`src/rtl/mult_reg_sequencer_if.sv`:
```
// Operand-in / product-out handshake bundle for mult_reg_sequencer.
// master = producer/consumer side, slave = the sequencer.
interface mult_reg_sequencer_if #(
   parameter int N = 32
);
   logic           in_valid;
   logic           in_ready;
   logic [N-1:0]   in_a;
   logic [N-1:0]   in_b;
   logic           out_valid;
   logic           out_ready;
   logic [2*N-1:0] out_product;

   modport master (
      output in_valid, in_a, in_b, out_ready,
      input  in_ready, out_valid, out_product
   );

   modport slave (
      input  in_valid, in_a, in_b, out_ready,
      output in_ready, out_valid, out_product
   );
endinterface

```
`src/rtl/mult_reg_sequencer.sv`:
```
// Sequences operand-register writes/reads, a fixed-latency multiply window and
// result-register write/read, then presents the captured product on a valid/ready port.
module mult_reg_sequencer #(
   parameter int N       = 32,
   parameter int LATENCY = 4
) (
   input  logic                clk,
   input  logic                reset,
   mult_reg_sequencer_if.slave bus,
   output logic [N-1:0]        op_wdata_a,
   output logic [N-1:0]        op_wdata_b,
   output logic                op_we,
   output logic                op_re,
   output logic                res_we,
   output logic                res_re,
   input  logic [2*N-1:0]      res_rdata,
   output logic                busy
);
   typedef enum logic [2:0] {
      ST_IDLE,
      ST_WRITE_OPS,
      ST_READ_OPS,
      ST_COMPUTE,
      ST_RES_WRITE,
      ST_RES_READ,
      ST_RES_WAIT,
      ST_OUTPUT
   } state_t;

   state_t         state;
   logic [7:0]     cnt;
   logic           ready_q;
   logic           valid_q;
   logic [2*N-1:0] product_q;

   // in_ready is masked by reset so it drops in the same cycle reset rises
   assign bus.in_ready    = ready_q & ~reset;
   assign bus.out_valid   = valid_q;
   assign bus.out_product = product_q;

   // All outputs are registered: each is set on the edge entering the state that owns it
   always_ff @(posedge clk) begin
      if (reset) begin
         state      <= ST_IDLE;
         cnt        <= '0;
         op_wdata_a <= '0;
         op_wdata_b <= '0;
         product_q  <= '0;
         op_we      <= 1'b0;
         op_re      <= 1'b0;
         res_we     <= 1'b0;
         res_re     <= 1'b0;
         valid_q    <= 1'b0;
         busy       <= 1'b0;
         ready_q    <= 1'b1;
      end else begin
         op_we  <= 1'b0;
         op_re  <= 1'b0;
         res_we <= 1'b0;
         res_re <= 1'b0;
         case (state)
            ST_IDLE: begin
               if (bus.in_valid) begin
                  op_wdata_a <= bus.in_a;
                  op_wdata_b <= bus.in_b;
                  op_we      <= 1'b1;
                  busy       <= 1'b1;
                  ready_q    <= 1'b0;
                  state      <= ST_WRITE_OPS;
               end
            end
            ST_WRITE_OPS: begin
               op_re <= 1'b1;
               state <= ST_READ_OPS;
            end
            ST_READ_OPS: begin
               cnt   <= 8'(LATENCY - 1);
               state <= ST_COMPUTE;
            end
            ST_COMPUTE: begin
               if (cnt == 8'd0) begin
                  res_we <= 1'b1;
                  state  <= ST_RES_WRITE;
               end else begin
                  cnt <= cnt - 8'd1;
               end
            end
            ST_RES_WRITE: begin
               res_re <= 1'b1;
               state  <= ST_RES_READ;
            end
            ST_RES_READ: begin
               state <= ST_RES_WAIT;
            end
            ST_RES_WAIT: begin
               product_q <= res_rdata;
               valid_q   <= 1'b1;
               state     <= ST_OUTPUT;
            end
            ST_OUTPUT: begin
               if (bus.out_ready) begin
                  valid_q <= 1'b0;
                  busy    <= 1'b0;
                  ready_q <= 1'b1;
                  state   <= ST_IDLE;
               end
            end
            default: begin
               state <= ST_IDLE;
            end
         endcase
      end
   end
endmodule

```
`src/flat_wrapper.sv`:
```
// flat-port wrapper written by rule: the top's interface ports become plain ports
module mult_reg_sequencer_flat 
#(
   parameter int N       = 32,
   parameter int LATENCY = 4
)
  (clk, reset, op_wdata_a, op_wdata_b, op_we, op_re, res_we, res_re, res_rdata, busy, bus_in_valid, bus_in_a, bus_in_b, bus_out_ready, bus_in_ready, bus_out_valid, bus_out_product);
  mult_reg_sequencer_if #(.N(N)) bus_i ();
  input  logic clk;
  input  logic reset;
  output logic [N-1:0] op_wdata_a;
  output logic [N-1:0] op_wdata_b;
  output logic op_we;
  output logic op_re;
  output logic res_we;
  output logic res_re;
  input  logic [2*N-1:0] res_rdata;
  output logic busy;
  input wire logic [$bits(bus_i.in_valid)-1:0] bus_in_valid;
  input wire logic [$bits(bus_i.in_a)-1:0] bus_in_a;
  input wire logic [$bits(bus_i.in_b)-1:0] bus_in_b;
  input wire logic [$bits(bus_i.out_ready)-1:0] bus_out_ready;
  output wire logic [$bits(bus_i.in_ready)-1:0] bus_in_ready;
  output wire logic [$bits(bus_i.out_valid)-1:0] bus_out_valid;
  output wire logic [$bits(bus_i.out_product)-1:0] bus_out_product;
  assign bus_i.in_valid = bus_in_valid;
  assign bus_i.in_a = bus_in_a;
  assign bus_i.in_b = bus_in_b;
  assign bus_i.out_ready = bus_out_ready;
  assign bus_in_ready = bus_i.in_ready;
  assign bus_out_valid = bus_i.out_valid;
  assign bus_out_product = bus_i.out_product;
  mult_reg_sequencer #(.N(N), .LATENCY(LATENCY)) u_core (.clk(clk), .reset(reset), .bus(bus_i), .op_wdata_a(op_wdata_a), .op_wdata_b(op_wdata_b), .op_we(op_we), .op_re(op_re), .res_we(res_we), .res_re(res_re), .res_rdata(res_rdata), .busy(busy));
endmodule
```
`config.mk`:
```
export PLATFORM = sky130hd
export DESIGN_NAME = mult_reg_sequencer_flat
export DESIGN_NICKNAME = d
export VERILOG_FILES = /design/src/rtl/mult_reg_sequencer_if.sv /design/src/rtl/mult_reg_sequencer.sv /design/src/flat_wrapper.sv
export SDC_FILE = /design/constraint.sdc
export NUM_CORES = 1
export LEC_CHECK = 0
export CAP_MARGIN = 20
export CORE_AREA = 8 8 132 134
export CTS_CLUSTER_SIZE = 30
export DETAILED_ROUTE_END_ITERATION = 16
export DIE_AREA = 0 0 140 142
export PLACE_DENSITY = 0.71
export SYNTH_ARGS = -nofsm -noshare
export SYNTH_HDL_FRONTEND = slang
export SYNTH_SLANG_ARGS = --single-unit
```
`constraint.sdc`:
```
create_clock -name clk -period 2.8 [get_ports clk]
set_input_delay 0.56 -clock clk [delete_from_list [all_inputs] [get_ports clk]]
set_output_delay 0.56 -clock clk [all_outputs]
set_load 0.02 [all_outputs]
```
==> flow_summary.yaml, run 1 <==
outcome:
  status: "finished clean"
die:
  rows: 46
  dieWidth_um: 140
  pin_count: 267
  start_util_pct: 34.05
  coreArea_um2: 15420
  die_h_um: 142
  die_area_um2: 19880
yosys:
  ys_ff_latch: 146
  yosys.cell_types.count: 39
  yosysTopAreaCellShare_pct: 55.65
  yosys_warnings: 0
  synthCells: 656
  ys.flop_type: "dfxtp_1"
  yosysSeqAreaShare_pct: 55.65
  yosysTopAreaCell: "dfxtp_1"
  synth.avg_cell_area_um2: 8.007
  syn-cell-area_um2: 5253
  async_flop_share_pct: 0
  synth_edf_count: 0
  synthTopCellsByArea: "dfxtp_1 56%, nand2_1 19%, a21oi_1 13%, clkbuf_1 2.2%, ha_1 1.4%"
  synth_nets: 794
route:
  wirelength_mm: 17.08
  viasPerCell: 4.654
  via_count: 5161
  ant_nets: 0
  initialDrtViolationCount: 281
  dr.pass1.iters: 4
  drc: 0
  wl_per_cell_um: 15.40
timing:
  finalWorstSetupSlack_ns: 0.7265
  tns_ns: 0
  grt_setup_unrepaired: "false"
  fmax_mhz: 482.3
  fin_crit_ns: 2.073
  worstMarginPinSlew_ns: 0.8941
  post-route-period-util_pct: 74.05
  max_slew_margin_pct: 40.39
  setup_viol: 0
  finalMaxSlewViolations: 0
  clock_skew_ns: 0.008976
  hold_violations: 0
power:
  p_int_mw: 4.615
  combPwrFrac_pct: 28.4
  power_density_nw_per_um2: 769.6
  seqPwrFrac_pct: 37.1
  leakagePower_nw: 3.041
  swShare_pct: 30.67
  switchingPower_mw: 2.042
  vdd_drop_max_uv: 514.2
  p_clk_share_pct: 34.5
critical_path:
  rr_endpoint: "u_core.state[0]$_SDFFE_PP0P_"
  start_kind: "flop"
  rr_startpoint: "u_core.cnt[0]$_SDFFE_PP0P_"
  rr_worst_depth: 6
  arrival_ns: 1.51
  crit_required_ns: 2.24
  criticalPathCategory: "reg2out"
  ff2ff_setup_slack_ns: 0.78
  endpoint_kind: "output pin"
  cp-startpoint: "u_core.ready_q$_SDFFE_PP1P_"
  critPathCapture: "bus_in_ready"
  crit_fanout: 2
clock_tree:
  htreeDepth: 4
  clkSinkCount: 146
  cts_resized: 0
  cts_root_buffer: "clkbuf_16"
  clk_path_buf_depth: 2
  cts-hold-fix-buffers: 0
  clock_latency_ns: 0.41
  cts_tree: "built"
  post_cts_buffers: 0
  clkSlewWorstSetupHoldPaths_ns: 0.06
  cts_buffers: 17
global_route:
  grt_overflow: 0
  grt_max_degree: 84
  grt_pass1_vias: 4857
  grt_antenna_before_repair: 0
  grt_pass1_wl_mm: 26.43
  grt_usage_pct: 16.71
run:
  drv_cap: 0
layout:
  drive_gt1_share_pct: 5.016
  nFillCells: 1454
  multiInputGateArea_um2: 2128
  fin_nets: 1042
  diodes: 0
  area_delta_synth_final_pct: 64.70
  regArea_um2: 2923
min_path:
  hp-class: "reg2reg"
placed_design:
  hpwlAfterDp_mm: 12.11
  io_buffers: 266
  gp_congestion: 0.7983
  dp_slack_ns: 0.7593
## cells by family after synthesis
kind of cell / Yosys count / synth area share [%]
buffers and inverters: 49 / 3.930
and+or+nand+nor: 304 / 23.56
AOI/OAI and AO/OA: 147 / 14.75
muxes: 1 / 0.1906
DFF: 146 / 55.65
adders and majority gates: 6 / 1.429
xor gates and xnor gates: 3 / 0.5003
## power groups by stage
stage | Combinational (mW) | Sequential, mW | Clock, mW
final | 1.89 | 2.47 | 2.30
after detailed placement | 1.91 | 2.51 | 0
after global routing | 2.06 | 2.50 | 2.45
after global placement | 1.89 | 2.50 | 0
after floorplan | 0.790 | 2.76 | 0
after CTS | 1.92 | 2.47 | 2.36
## cell usage after synthesis (2+ instances only)
master    instances
nand3b_1          2
clkbuf_1         31
a211oi_1          2
nand2_1         260
nand4_1           2
ha_1              6
buf_1            10
nor3b_1           5
inv_1             5
nor2b_1           4
buf_6             3
o21bai_1          2
nor4_1            2
xor2_1            3
a21oi_1         132
nor2_1           14
dfxtp_1         146
or3_1             2
o31ai_1           2
nor3_1            4
## metrics by stage
step / area [um2] / instances / power, mW / utilization, % / hold slack [ns]
finish: 8651 / 1109 / 6.657 / 56.08 / 0.4512
global route: 8651 / 1109 / 7.009 / 56.08 / 0.4651
CTS: 8651 / 1109 / 6.744 / 56.08 / 0.4532
detailed placement: 8048 / 1077 / 4.418 / 52.17 / 0.4455
global placement: 8048 / 1077 / 4.389 / 52.17 / 0.4406
floorplan: 5253 / 656 / 3.545 / - / 0.4580
## how the worst min path moves through the flow
| stage | startpoint | slack [ns] | to | cells past startpoint |
|---|---|---|---|---|
| 2_1_floorplan | u_core.ready_q$_SDFFE_PP1P_ | 0.46 | u_core.ready_q$_SDFFE_PP1P_ | 2 |
| 3_3_place_gp | u_core.op_wdata_a[24]$_SDFFE_PP0P_ | 0.44 | u_core.op_wdata_a[24]$_SDFFE_PP0P_ | 2 |
| 3_5_place_dp | u_core.bus.out_product[53]$_SDFFE_PP0P_ | 0.45 | u_core.bus.out_product[53]$_SDFFE_PP0P_ | 2 |
| 4_1_cts | u_core.bus.out_product[53]$_SDFFE_PP0P_ | 0.45 | u_core.bus.out_product[53]$_SDFFE_PP0P_ | 2 |
| 5_1_grt | u_core.bus.out_product[34]$_SDFFE_PP0P_ | 0.47 | u_core.bus.out_product[34]$_SDFFE_PP0P_ | 2 |
| 6_report | u_core.bus.out_product[53]$_SDFFE_PP0P_ | 0.45 | u_core.bus.out_product[53]$_SDFFE_PP0P_ | 2 |
## routing by layer
metal,routed length [um],GRT usage [%],vias up
met5,0,0,-
met4,270,6.229,0
met3,1002,5.300,19
met2,8653,28.97,151
met1,7156,18.94,2360
li1,-,-,2631
## sequential cells by signal, indices dropped and copies added (netlist names)
register                flops
u_core.op_wdata_b          32
u_core.op_wdata_a          32
u_core.cnt                  8
u_core.busy                 1
u_core.op_re                1
u_core.op_we                1
u_core.bus.out_product     64
u_core.res_re               1
u_core.bus.out_valid        1
u_core.res_we               1
u_core.state                3
u_core.ready_q              1
## layout make-up
| class | instances | area share, % |
|---|---|---|
| Multi-Input combinational cell | 461 | 24.60 |
| Clock inverter | 13 | 1.851 |
| Tap cell | 192 | 2.777 |
| Clock buffer | 19 | 5.120 |
| Inverter | 5 | 0.2170 |
| Sequential cell | 146 | 33.79 |
| Timing Repair Buffer | 273 | 31.65 |
## cell usage in the layout, fill, tap and decap left out, types with 3 or more instances in the layout
master           netlist  layout
a21oi_1              132     132
buf_4                  0       6
bufinv_16              0       3
clkbuf_16              0      17
clkdlybuf4s50_1        0     265
clkinv_2               0       3
clkinvlp_4             0       5
dfxtp_1              146     146
ha_1                   6       6
inv_1                  5       5
nand2_1              260     259
nor2_1                14      14
nor2b_1                4       4
nor3_1                 4       4
nor3b_1                5       5
xor2_1                 3       3
## worst max-delay path, cell delays in order, from the launching register on
cell and delay, ns:
dfxtp_1 0.34, nor2b_1 0.14, clkdlybuf4s50_1 0.63
Note: power is estimated with default switching activity, not from simulation.
==> run 2, diff against run 1 <==
--- a/config.mk
+++ b/config.mk
@@ -10,7 +10,7 @@
 export CTS_CLUSTER_SIZE = 30
 export DETAILED_ROUTE_END_ITERATION = 16
 export DIE_AREA = 0 0 140 142
-export PLACE_DENSITY = 0.71
+export PLACE_DENSITY = 0.74
 export SYNTH_ARGS = -nofsm -noshare
 export SYNTH_HDL_FRONTEND = slang
 export SYNTH_SLANG_ARGS = --single-unit
==> constraint.sdc (replaced) <==
create_clock -name clk -period 1.85 [get_ports clk]
set_input_delay 0.37 -clock clk [delete_from_list [all_inputs] [get_ports clk]]
set_output_delay 0.37 -clock clk [all_outputs]
set_load 0.02 [all_outputs]
==> run 2 against run 1 <==
The flow now finishes with violations (negative setup slack). Cell area up 2.9%. First-iteration DRC count up 17%. Count of clock-buffer cells in the layout unchanged. Cell count up 0.99%. Non-clock buffer count up 11. Utilization up 1.6 points. Die area unchanged. Sequential cell count unchanged. Critical endpoint is now u_core.state[0]$_SDFFE_PP0P_.
==> flow_summary.yaml, run 2 (synthesis gave the netlist of run 1 again) <==
outcome:
  status: "finished with violations"
  violations: "negative setup slack"
timing:
  fin_crit_ns: 1.914
  max_slew_margin_pct: 51.13
  finalWorstSetupSlack_ns: -0.06379
  post-route-period-util_pct: 103.4
  worstMarginPinSlew_ns: 0.7330
  hold_violations: 0
  fmax_mhz: 522.5
  finalMaxSlewViolations: 0
  clock_skew_ns: 0.009336
  grt_setup_unrepaired: "true"
  setup_viol: 2
clock_tree:
  clk_path_buf_depth: 2
  cts_buffers: 17
  clkSinkCount: 146
  cts_root_buffer: "clkbuf_16"
  htreeDepth: 4
  clkSlewWorstSetupHoldPaths_ns: 0.06
  cts-hold-fix-buffers: 0
  cts_tree: "built"
  clock_latency_ns: 0.42
layout:
  mostFrequentLayoutCell: "clkdlybuf4s50_1"
  area_delta_synth_final_pct: 69.51
  diodes: 0
  drive_gt1_share_pct: 7.220
  final_cell_mix: "264 x clkdlybuf4s50_1, 259 x nand2_1, 144 x dfxtp_1"
  nFillCells: 1364
  final_cells: 1120
  largest_reg_flops: 64
  fin_nets: 1053
critical_path:
  rr_worst_depth: 6
  arrival_ns: 2.25
  start_kind: "flop"
  crit_fanout: 3
  endpoint_kind: "flop"
  crit_required_ns: 2.18
  rr_startpoint: "u_core.cnt[1]$_SDFFE_PP0P_"
  cp-startpoint: "u_core.cnt[1]$_SDFFE_PP0P_"
  ff2ff_setup_slack_ns: -0.06
  criticalPathCategory: "reg2reg"
  rr_endpoint: "u_core.state[0]$_SDFFE_PP0P_"
placed_design:
  dp_slack_ns: -0.06521
  dp.cells: 1087
  gp_congestion: 0.8506
  io_buffers: 266
  hpwlAfterDp_mm: 12.68
global_route:
  grt_overflow: 0
  grt_pass1_wl_mm: 27.33
  grt_usage_pct: 17.35
  grt_pass1_vias: 5000
  grt_antenna_before_repair: 0
  grt_max_degree: 72
route:
  initialDrtViolationCount: 329
  viasPerCell: 4.638
  wl_per_cell_um: 15.86
  wirelength_mm: 17.77
  via_count: 5195
  ant_nets: 0
  dr.pass1.iters: 4
  drc: 0
die:
  dieWidth_um: 140
  coreArea_um2: 15420
  die_area_um2: 19880
  die_h_um: 142
  rows: 46
  start_util_pct: 34.05
  pin_count: 267
power:
  power_density_nw_per_um2: 1207
  vdd_drop_max_uv: 1092
  leakagePower_nw: 3.165
run:
  drv_cap: 0
min_path:
  hold_depth: 2
  min_from: "reset"
  hp-class: "in2reg"
  hold_path_end: "u_core.cnt[0]$_SDFFE_PP0P_"
run 2: cell type report:
type,instances,area [um2],area share [%]
flip-flops and latches,146,2925,32.86
repair buffers,284,2872,32.25
multi-input cells,461,2183,24.52
clock buffers,19,432.9,4.862
well taps,192,240.2,2.698
clock inverters,13,231.5,2.600
inverters,5,18.77,0.2108
run 2: power by group:
group	total, mW	leakage [nW]	internal, mW	switching, mW
combinational	3.14	1.66	1.46	1.67
sequential	3.73	1.19	3.53	0.199
clock	3.88	0.318	2.53	1.35
total	10.7	3.17	7.52	3.22
run 2: layer usage:
| metal | global-route usage (%) | vias to the layer above | wire length, um |
|---|---|---|---|
| met1 | 19.77 | 2352 | 7425 |
| met2 | 29.66 | 160 | 8900 |
| met3 | 5.200 | 29 | 1058 |
| li1 | - | 2654 | - |
| met5 | 0 | - | 0 |
| met4 | 7.600 | 0 | 383 |
run 2: worst max-delay path by stage:
| stage | end | slack, ns | depth (start not counted) |
|---|---|---|---|
| global placement | u_core.state[0]$_SDFFE_PP0P_ | -0.03 | 6 |
| detailed placement | u_core.state[0]$_SDFFE_PP0P_ | -0.07 | 6 |
| global route | u_core.state[1]$_SDFFE_PP0P_ | -0.14 | 5 |
| finish | u_core.state[0]$_SDFFE_PP0P_ | -0.06 | 6 |
| floorplan | u_core.state[0]$_SDFFE_PP0P_ | -0.04 | 6 |
| CTS | u_core.state[1]$_SDFFE_PP0P_ | -0.06 | 6 |
run 2: critical path, cell delays in order (launching register included):
cell	delay, ns
dfxtp_2	0.32
inv_2	0.07
ha_4	0.13
or4b_4	0.45
o31a_1	0.28
or4_1	0.49
o31ai_1	0.08
run 2: through the flow:
step | setup TNS (ns) | hold WS [ns] | power, mW | cell area, um2 | util (%)
after floorplan | -0.07672 | 0.4473 | 5.396 | 5268 | -
after CTS | -0.1646 | 0.2167 | 10.78 | 8857 | 57.42
final | -0.1272 | 0.2436 | 10.74 | 8904 | 57.72
after global placement | -0.05025 | 0.4408 | 6.818 | 8185 | 53.07
after detailed placement | -0.1656 | 0.4454 | 6.867 | 8185 | 53.07
after global routing | -0.3792 | 0.2431 | 11.28 | 8904 | 57.72
run 2: what timing repair did:
action                                  in CTS  in global routing
buffers inserted                             1                  0
cloned                                       0                  0
endpoints found under the setup margin       3                  6
hold endpoints to repair                     0                  0
resized for setup                            0                  9
pin swaps                                    1                  0
==> run 3, diff against run 2 <==
--- a/config.mk
+++ b/config.mk
@@ -7,6 +7,7 @@
 export LEC_CHECK = 0
 export CAP_MARGIN = 20
 export CORE_AREA = 8 8 132 134
+export CTS_BUF_LIST = sky130_fd_sc_hd__clkbuf_4 sky130_fd_sc_hd__clkbuf_8
 export CTS_CLUSTER_SIZE = 30
 export DETAILED_ROUTE_END_ITERATION = 16
 export DIE_AREA = 0 0 140 142
==> run 3 against run 2 <==
The flow still finishes with violations (negative setup slack). Count of clock-buffer cells in the layout stayed put. Critical path depth stayed put. Clock power is 23% lower.
==> flow_summary.yaml, run 3 (synthesis gave the netlist of run 1 again) <==
outcome:
  status: "finished with violations"
  violations: "negative setup slack"
clock_tree:
  cts-hold-fix-buffers: 0
  clock_latency_ns: 0.44
  clkSlewWorstSetupHoldPaths_ns: 0.08
  clkSinkCount: 146
  cts_tree: "built"
  cts_root_buffer: "clkbuf_8"
  htreeDepth: 4
  cts_buffers: 17
  clk_path_buf_depth: 2
layout:
  largest_reg_flops: 64
  drive_gt1_share_pct: 7.220
  multiInputGateArea_um2: 2157
  area_delta_synth_final_pct: 66.34
  nFillCells: 1401
  design_area_um2: 8737
  diodes: 0
  fin_nets: 1053
  final_cells: 1120
  mostFrequentLayoutCell: "nand2_1"
  regArea_um2: 2925
  final_cell_mix: "259 x nand2_1, 242 x clkdlybuf4s50_1, 144 x dfxtp_1"
critical_path:
  rr_startpoint: "u_core.cnt[0]$_SDFFE_PP0P_"
  critPathBufInv: 1
  path_cells: "inv_2 -> ha_4 -> or4b_4 -> o31a_1 -> or4b_1 -> o31ai_1"
  critical_path.slowest_cell: "or4b_1"
  crit_fanout: 3
  criticalPathCategory: "reg2reg"
  endpoint_kind: "flop"
  slowest_delay_ns: 0.47
  crit_required_ns: 2.20
  critPathTopFamily: "simple AND/OR/NAND/NOR gates"
  ff2ff_setup_slack_ns: -0.03
  arrival_ns: 2.23
  cp-startpoint: "u_core.cnt[0]$_SDFFE_PP0P_"
  start_kind: "flop"
global_route:
  grt_usage_pct: 17.19
  grt_overflow: 0
  grt_max_degree: 72
  grt_antenna_before_repair: 0
  grt_pass1_vias: 4973
  grt_pass1_wl_mm: 27.16
die:
  die_h_um: 142
  coreArea_um2: 15420
  die_area_um2: 19880
  start_util_pct: 34.05
  pin_count: 267
  rows: 46
  dieWidth_um: 140
timing:
  clock_skew_ns: 0.01483
  fin_crit_ns: 1.884
  max_slew_margin_pct: 53.05
  fmax_mhz: 530.7
  worstMarginPinSlew_ns: 0.7043
  post-route-period-util_pct: 101.8
  hold_violations: 0
  setup_viol: 1
  hold_ws_ns: 0.2169
  grt_setup_unrepaired: "true"
  finalMaxSlewViolations: 0
  finalWorstSetupSlack_ns: -0.03418
route:
  initialDrtViolationCount: 289
  wl_per_cell_um: 15.79
  via_count: 5181
  viasPerCell: 4.626
  drc: 0
  ant_nets: 0
  dr.pass1.iters: 4
  wirelength_mm: 17.69
min_path:
  hp-class: "in2reg"
  min_from: "reset"
power:
  vdd_drop_max_uv: 1067
  power_density_nw_per_um2: 1121
  leakagePower_nw: 3.418
run:
  drv_cap: 0
placed_design:
  gp_congestion: 0.8506
  dp.cells: 1087
  placed_cell_area_um2: 8185
  io_buffers: 266
  hpwlAfterDp_mm: 12.68
run 3: what timing repair did:
item / 4_1_cts / 5_1_grt
pin swaps: 2 / 0
endpoints found under the setup margin: 6 / 25
buffers inserted: 1 / 0
resized for setup: 4 / 23
run 3: layer usage:
| metal | track usage, % | up-vias | share of wire (%) |
|---|---|---|---|
| li1 | - | 2652 | - |
| met1 | 19.76 | 2366 | 42 |
| met2 | 29.48 | 150 | 51 |
| met3 | 5.904 | 13 | 5.8 |
| met4 | 5.543 | 0 | 1.1 |
| met5 | 0 | - | 0 |
run 3: final timing paths:
kind	endpoint	depth (start not counted)
max	u_core.state[1]$_SDFFE_PP0P_	6
min	u_core.cnt[4]$_SDFFE_PP0P_	2
max reg2reg	u_core.state[1]$_SDFFE_PP0P_	6
min reg2reg	u_core.bus.out_product[57]$_SDFFE_PP0P_	2
run 3: cell type report:
cell class / instances / area share [%]
Inverter: 5 / 0.2148
Tap cell: 192 / 2.750
Sequential cell: 146 / 33.48
Multi-Input combinational cell: 461 / 24.69
Clock inverter: 13 / 2.649
Clock buffer: 19 / 2.850
Timing Repair Buffer: 284 / 33.37
run 3: report_power, final:
part	total, mW	switching, mW	internal (mW)
Sequential	3.72	0.198	3.52
Combinational	3.08	1.65	1.43
Clock	2.99	1.22	1.78
run 3: through the flow:
step                TNS [ns]  power [mW]  util [%]  worst slack, ns
floorplan           -0.07672       5.396         -         -0.03921
global placement    -0.05025       6.818     53.07         -0.02581
detailed placement   -0.1656       6.867     53.07         -0.06521
CTS                 -0.06515       9.909     56.21         -0.04326
global route         -0.2815       10.34     56.64          -0.1180
finish              -0.03418       9.798     56.64         -0.03418
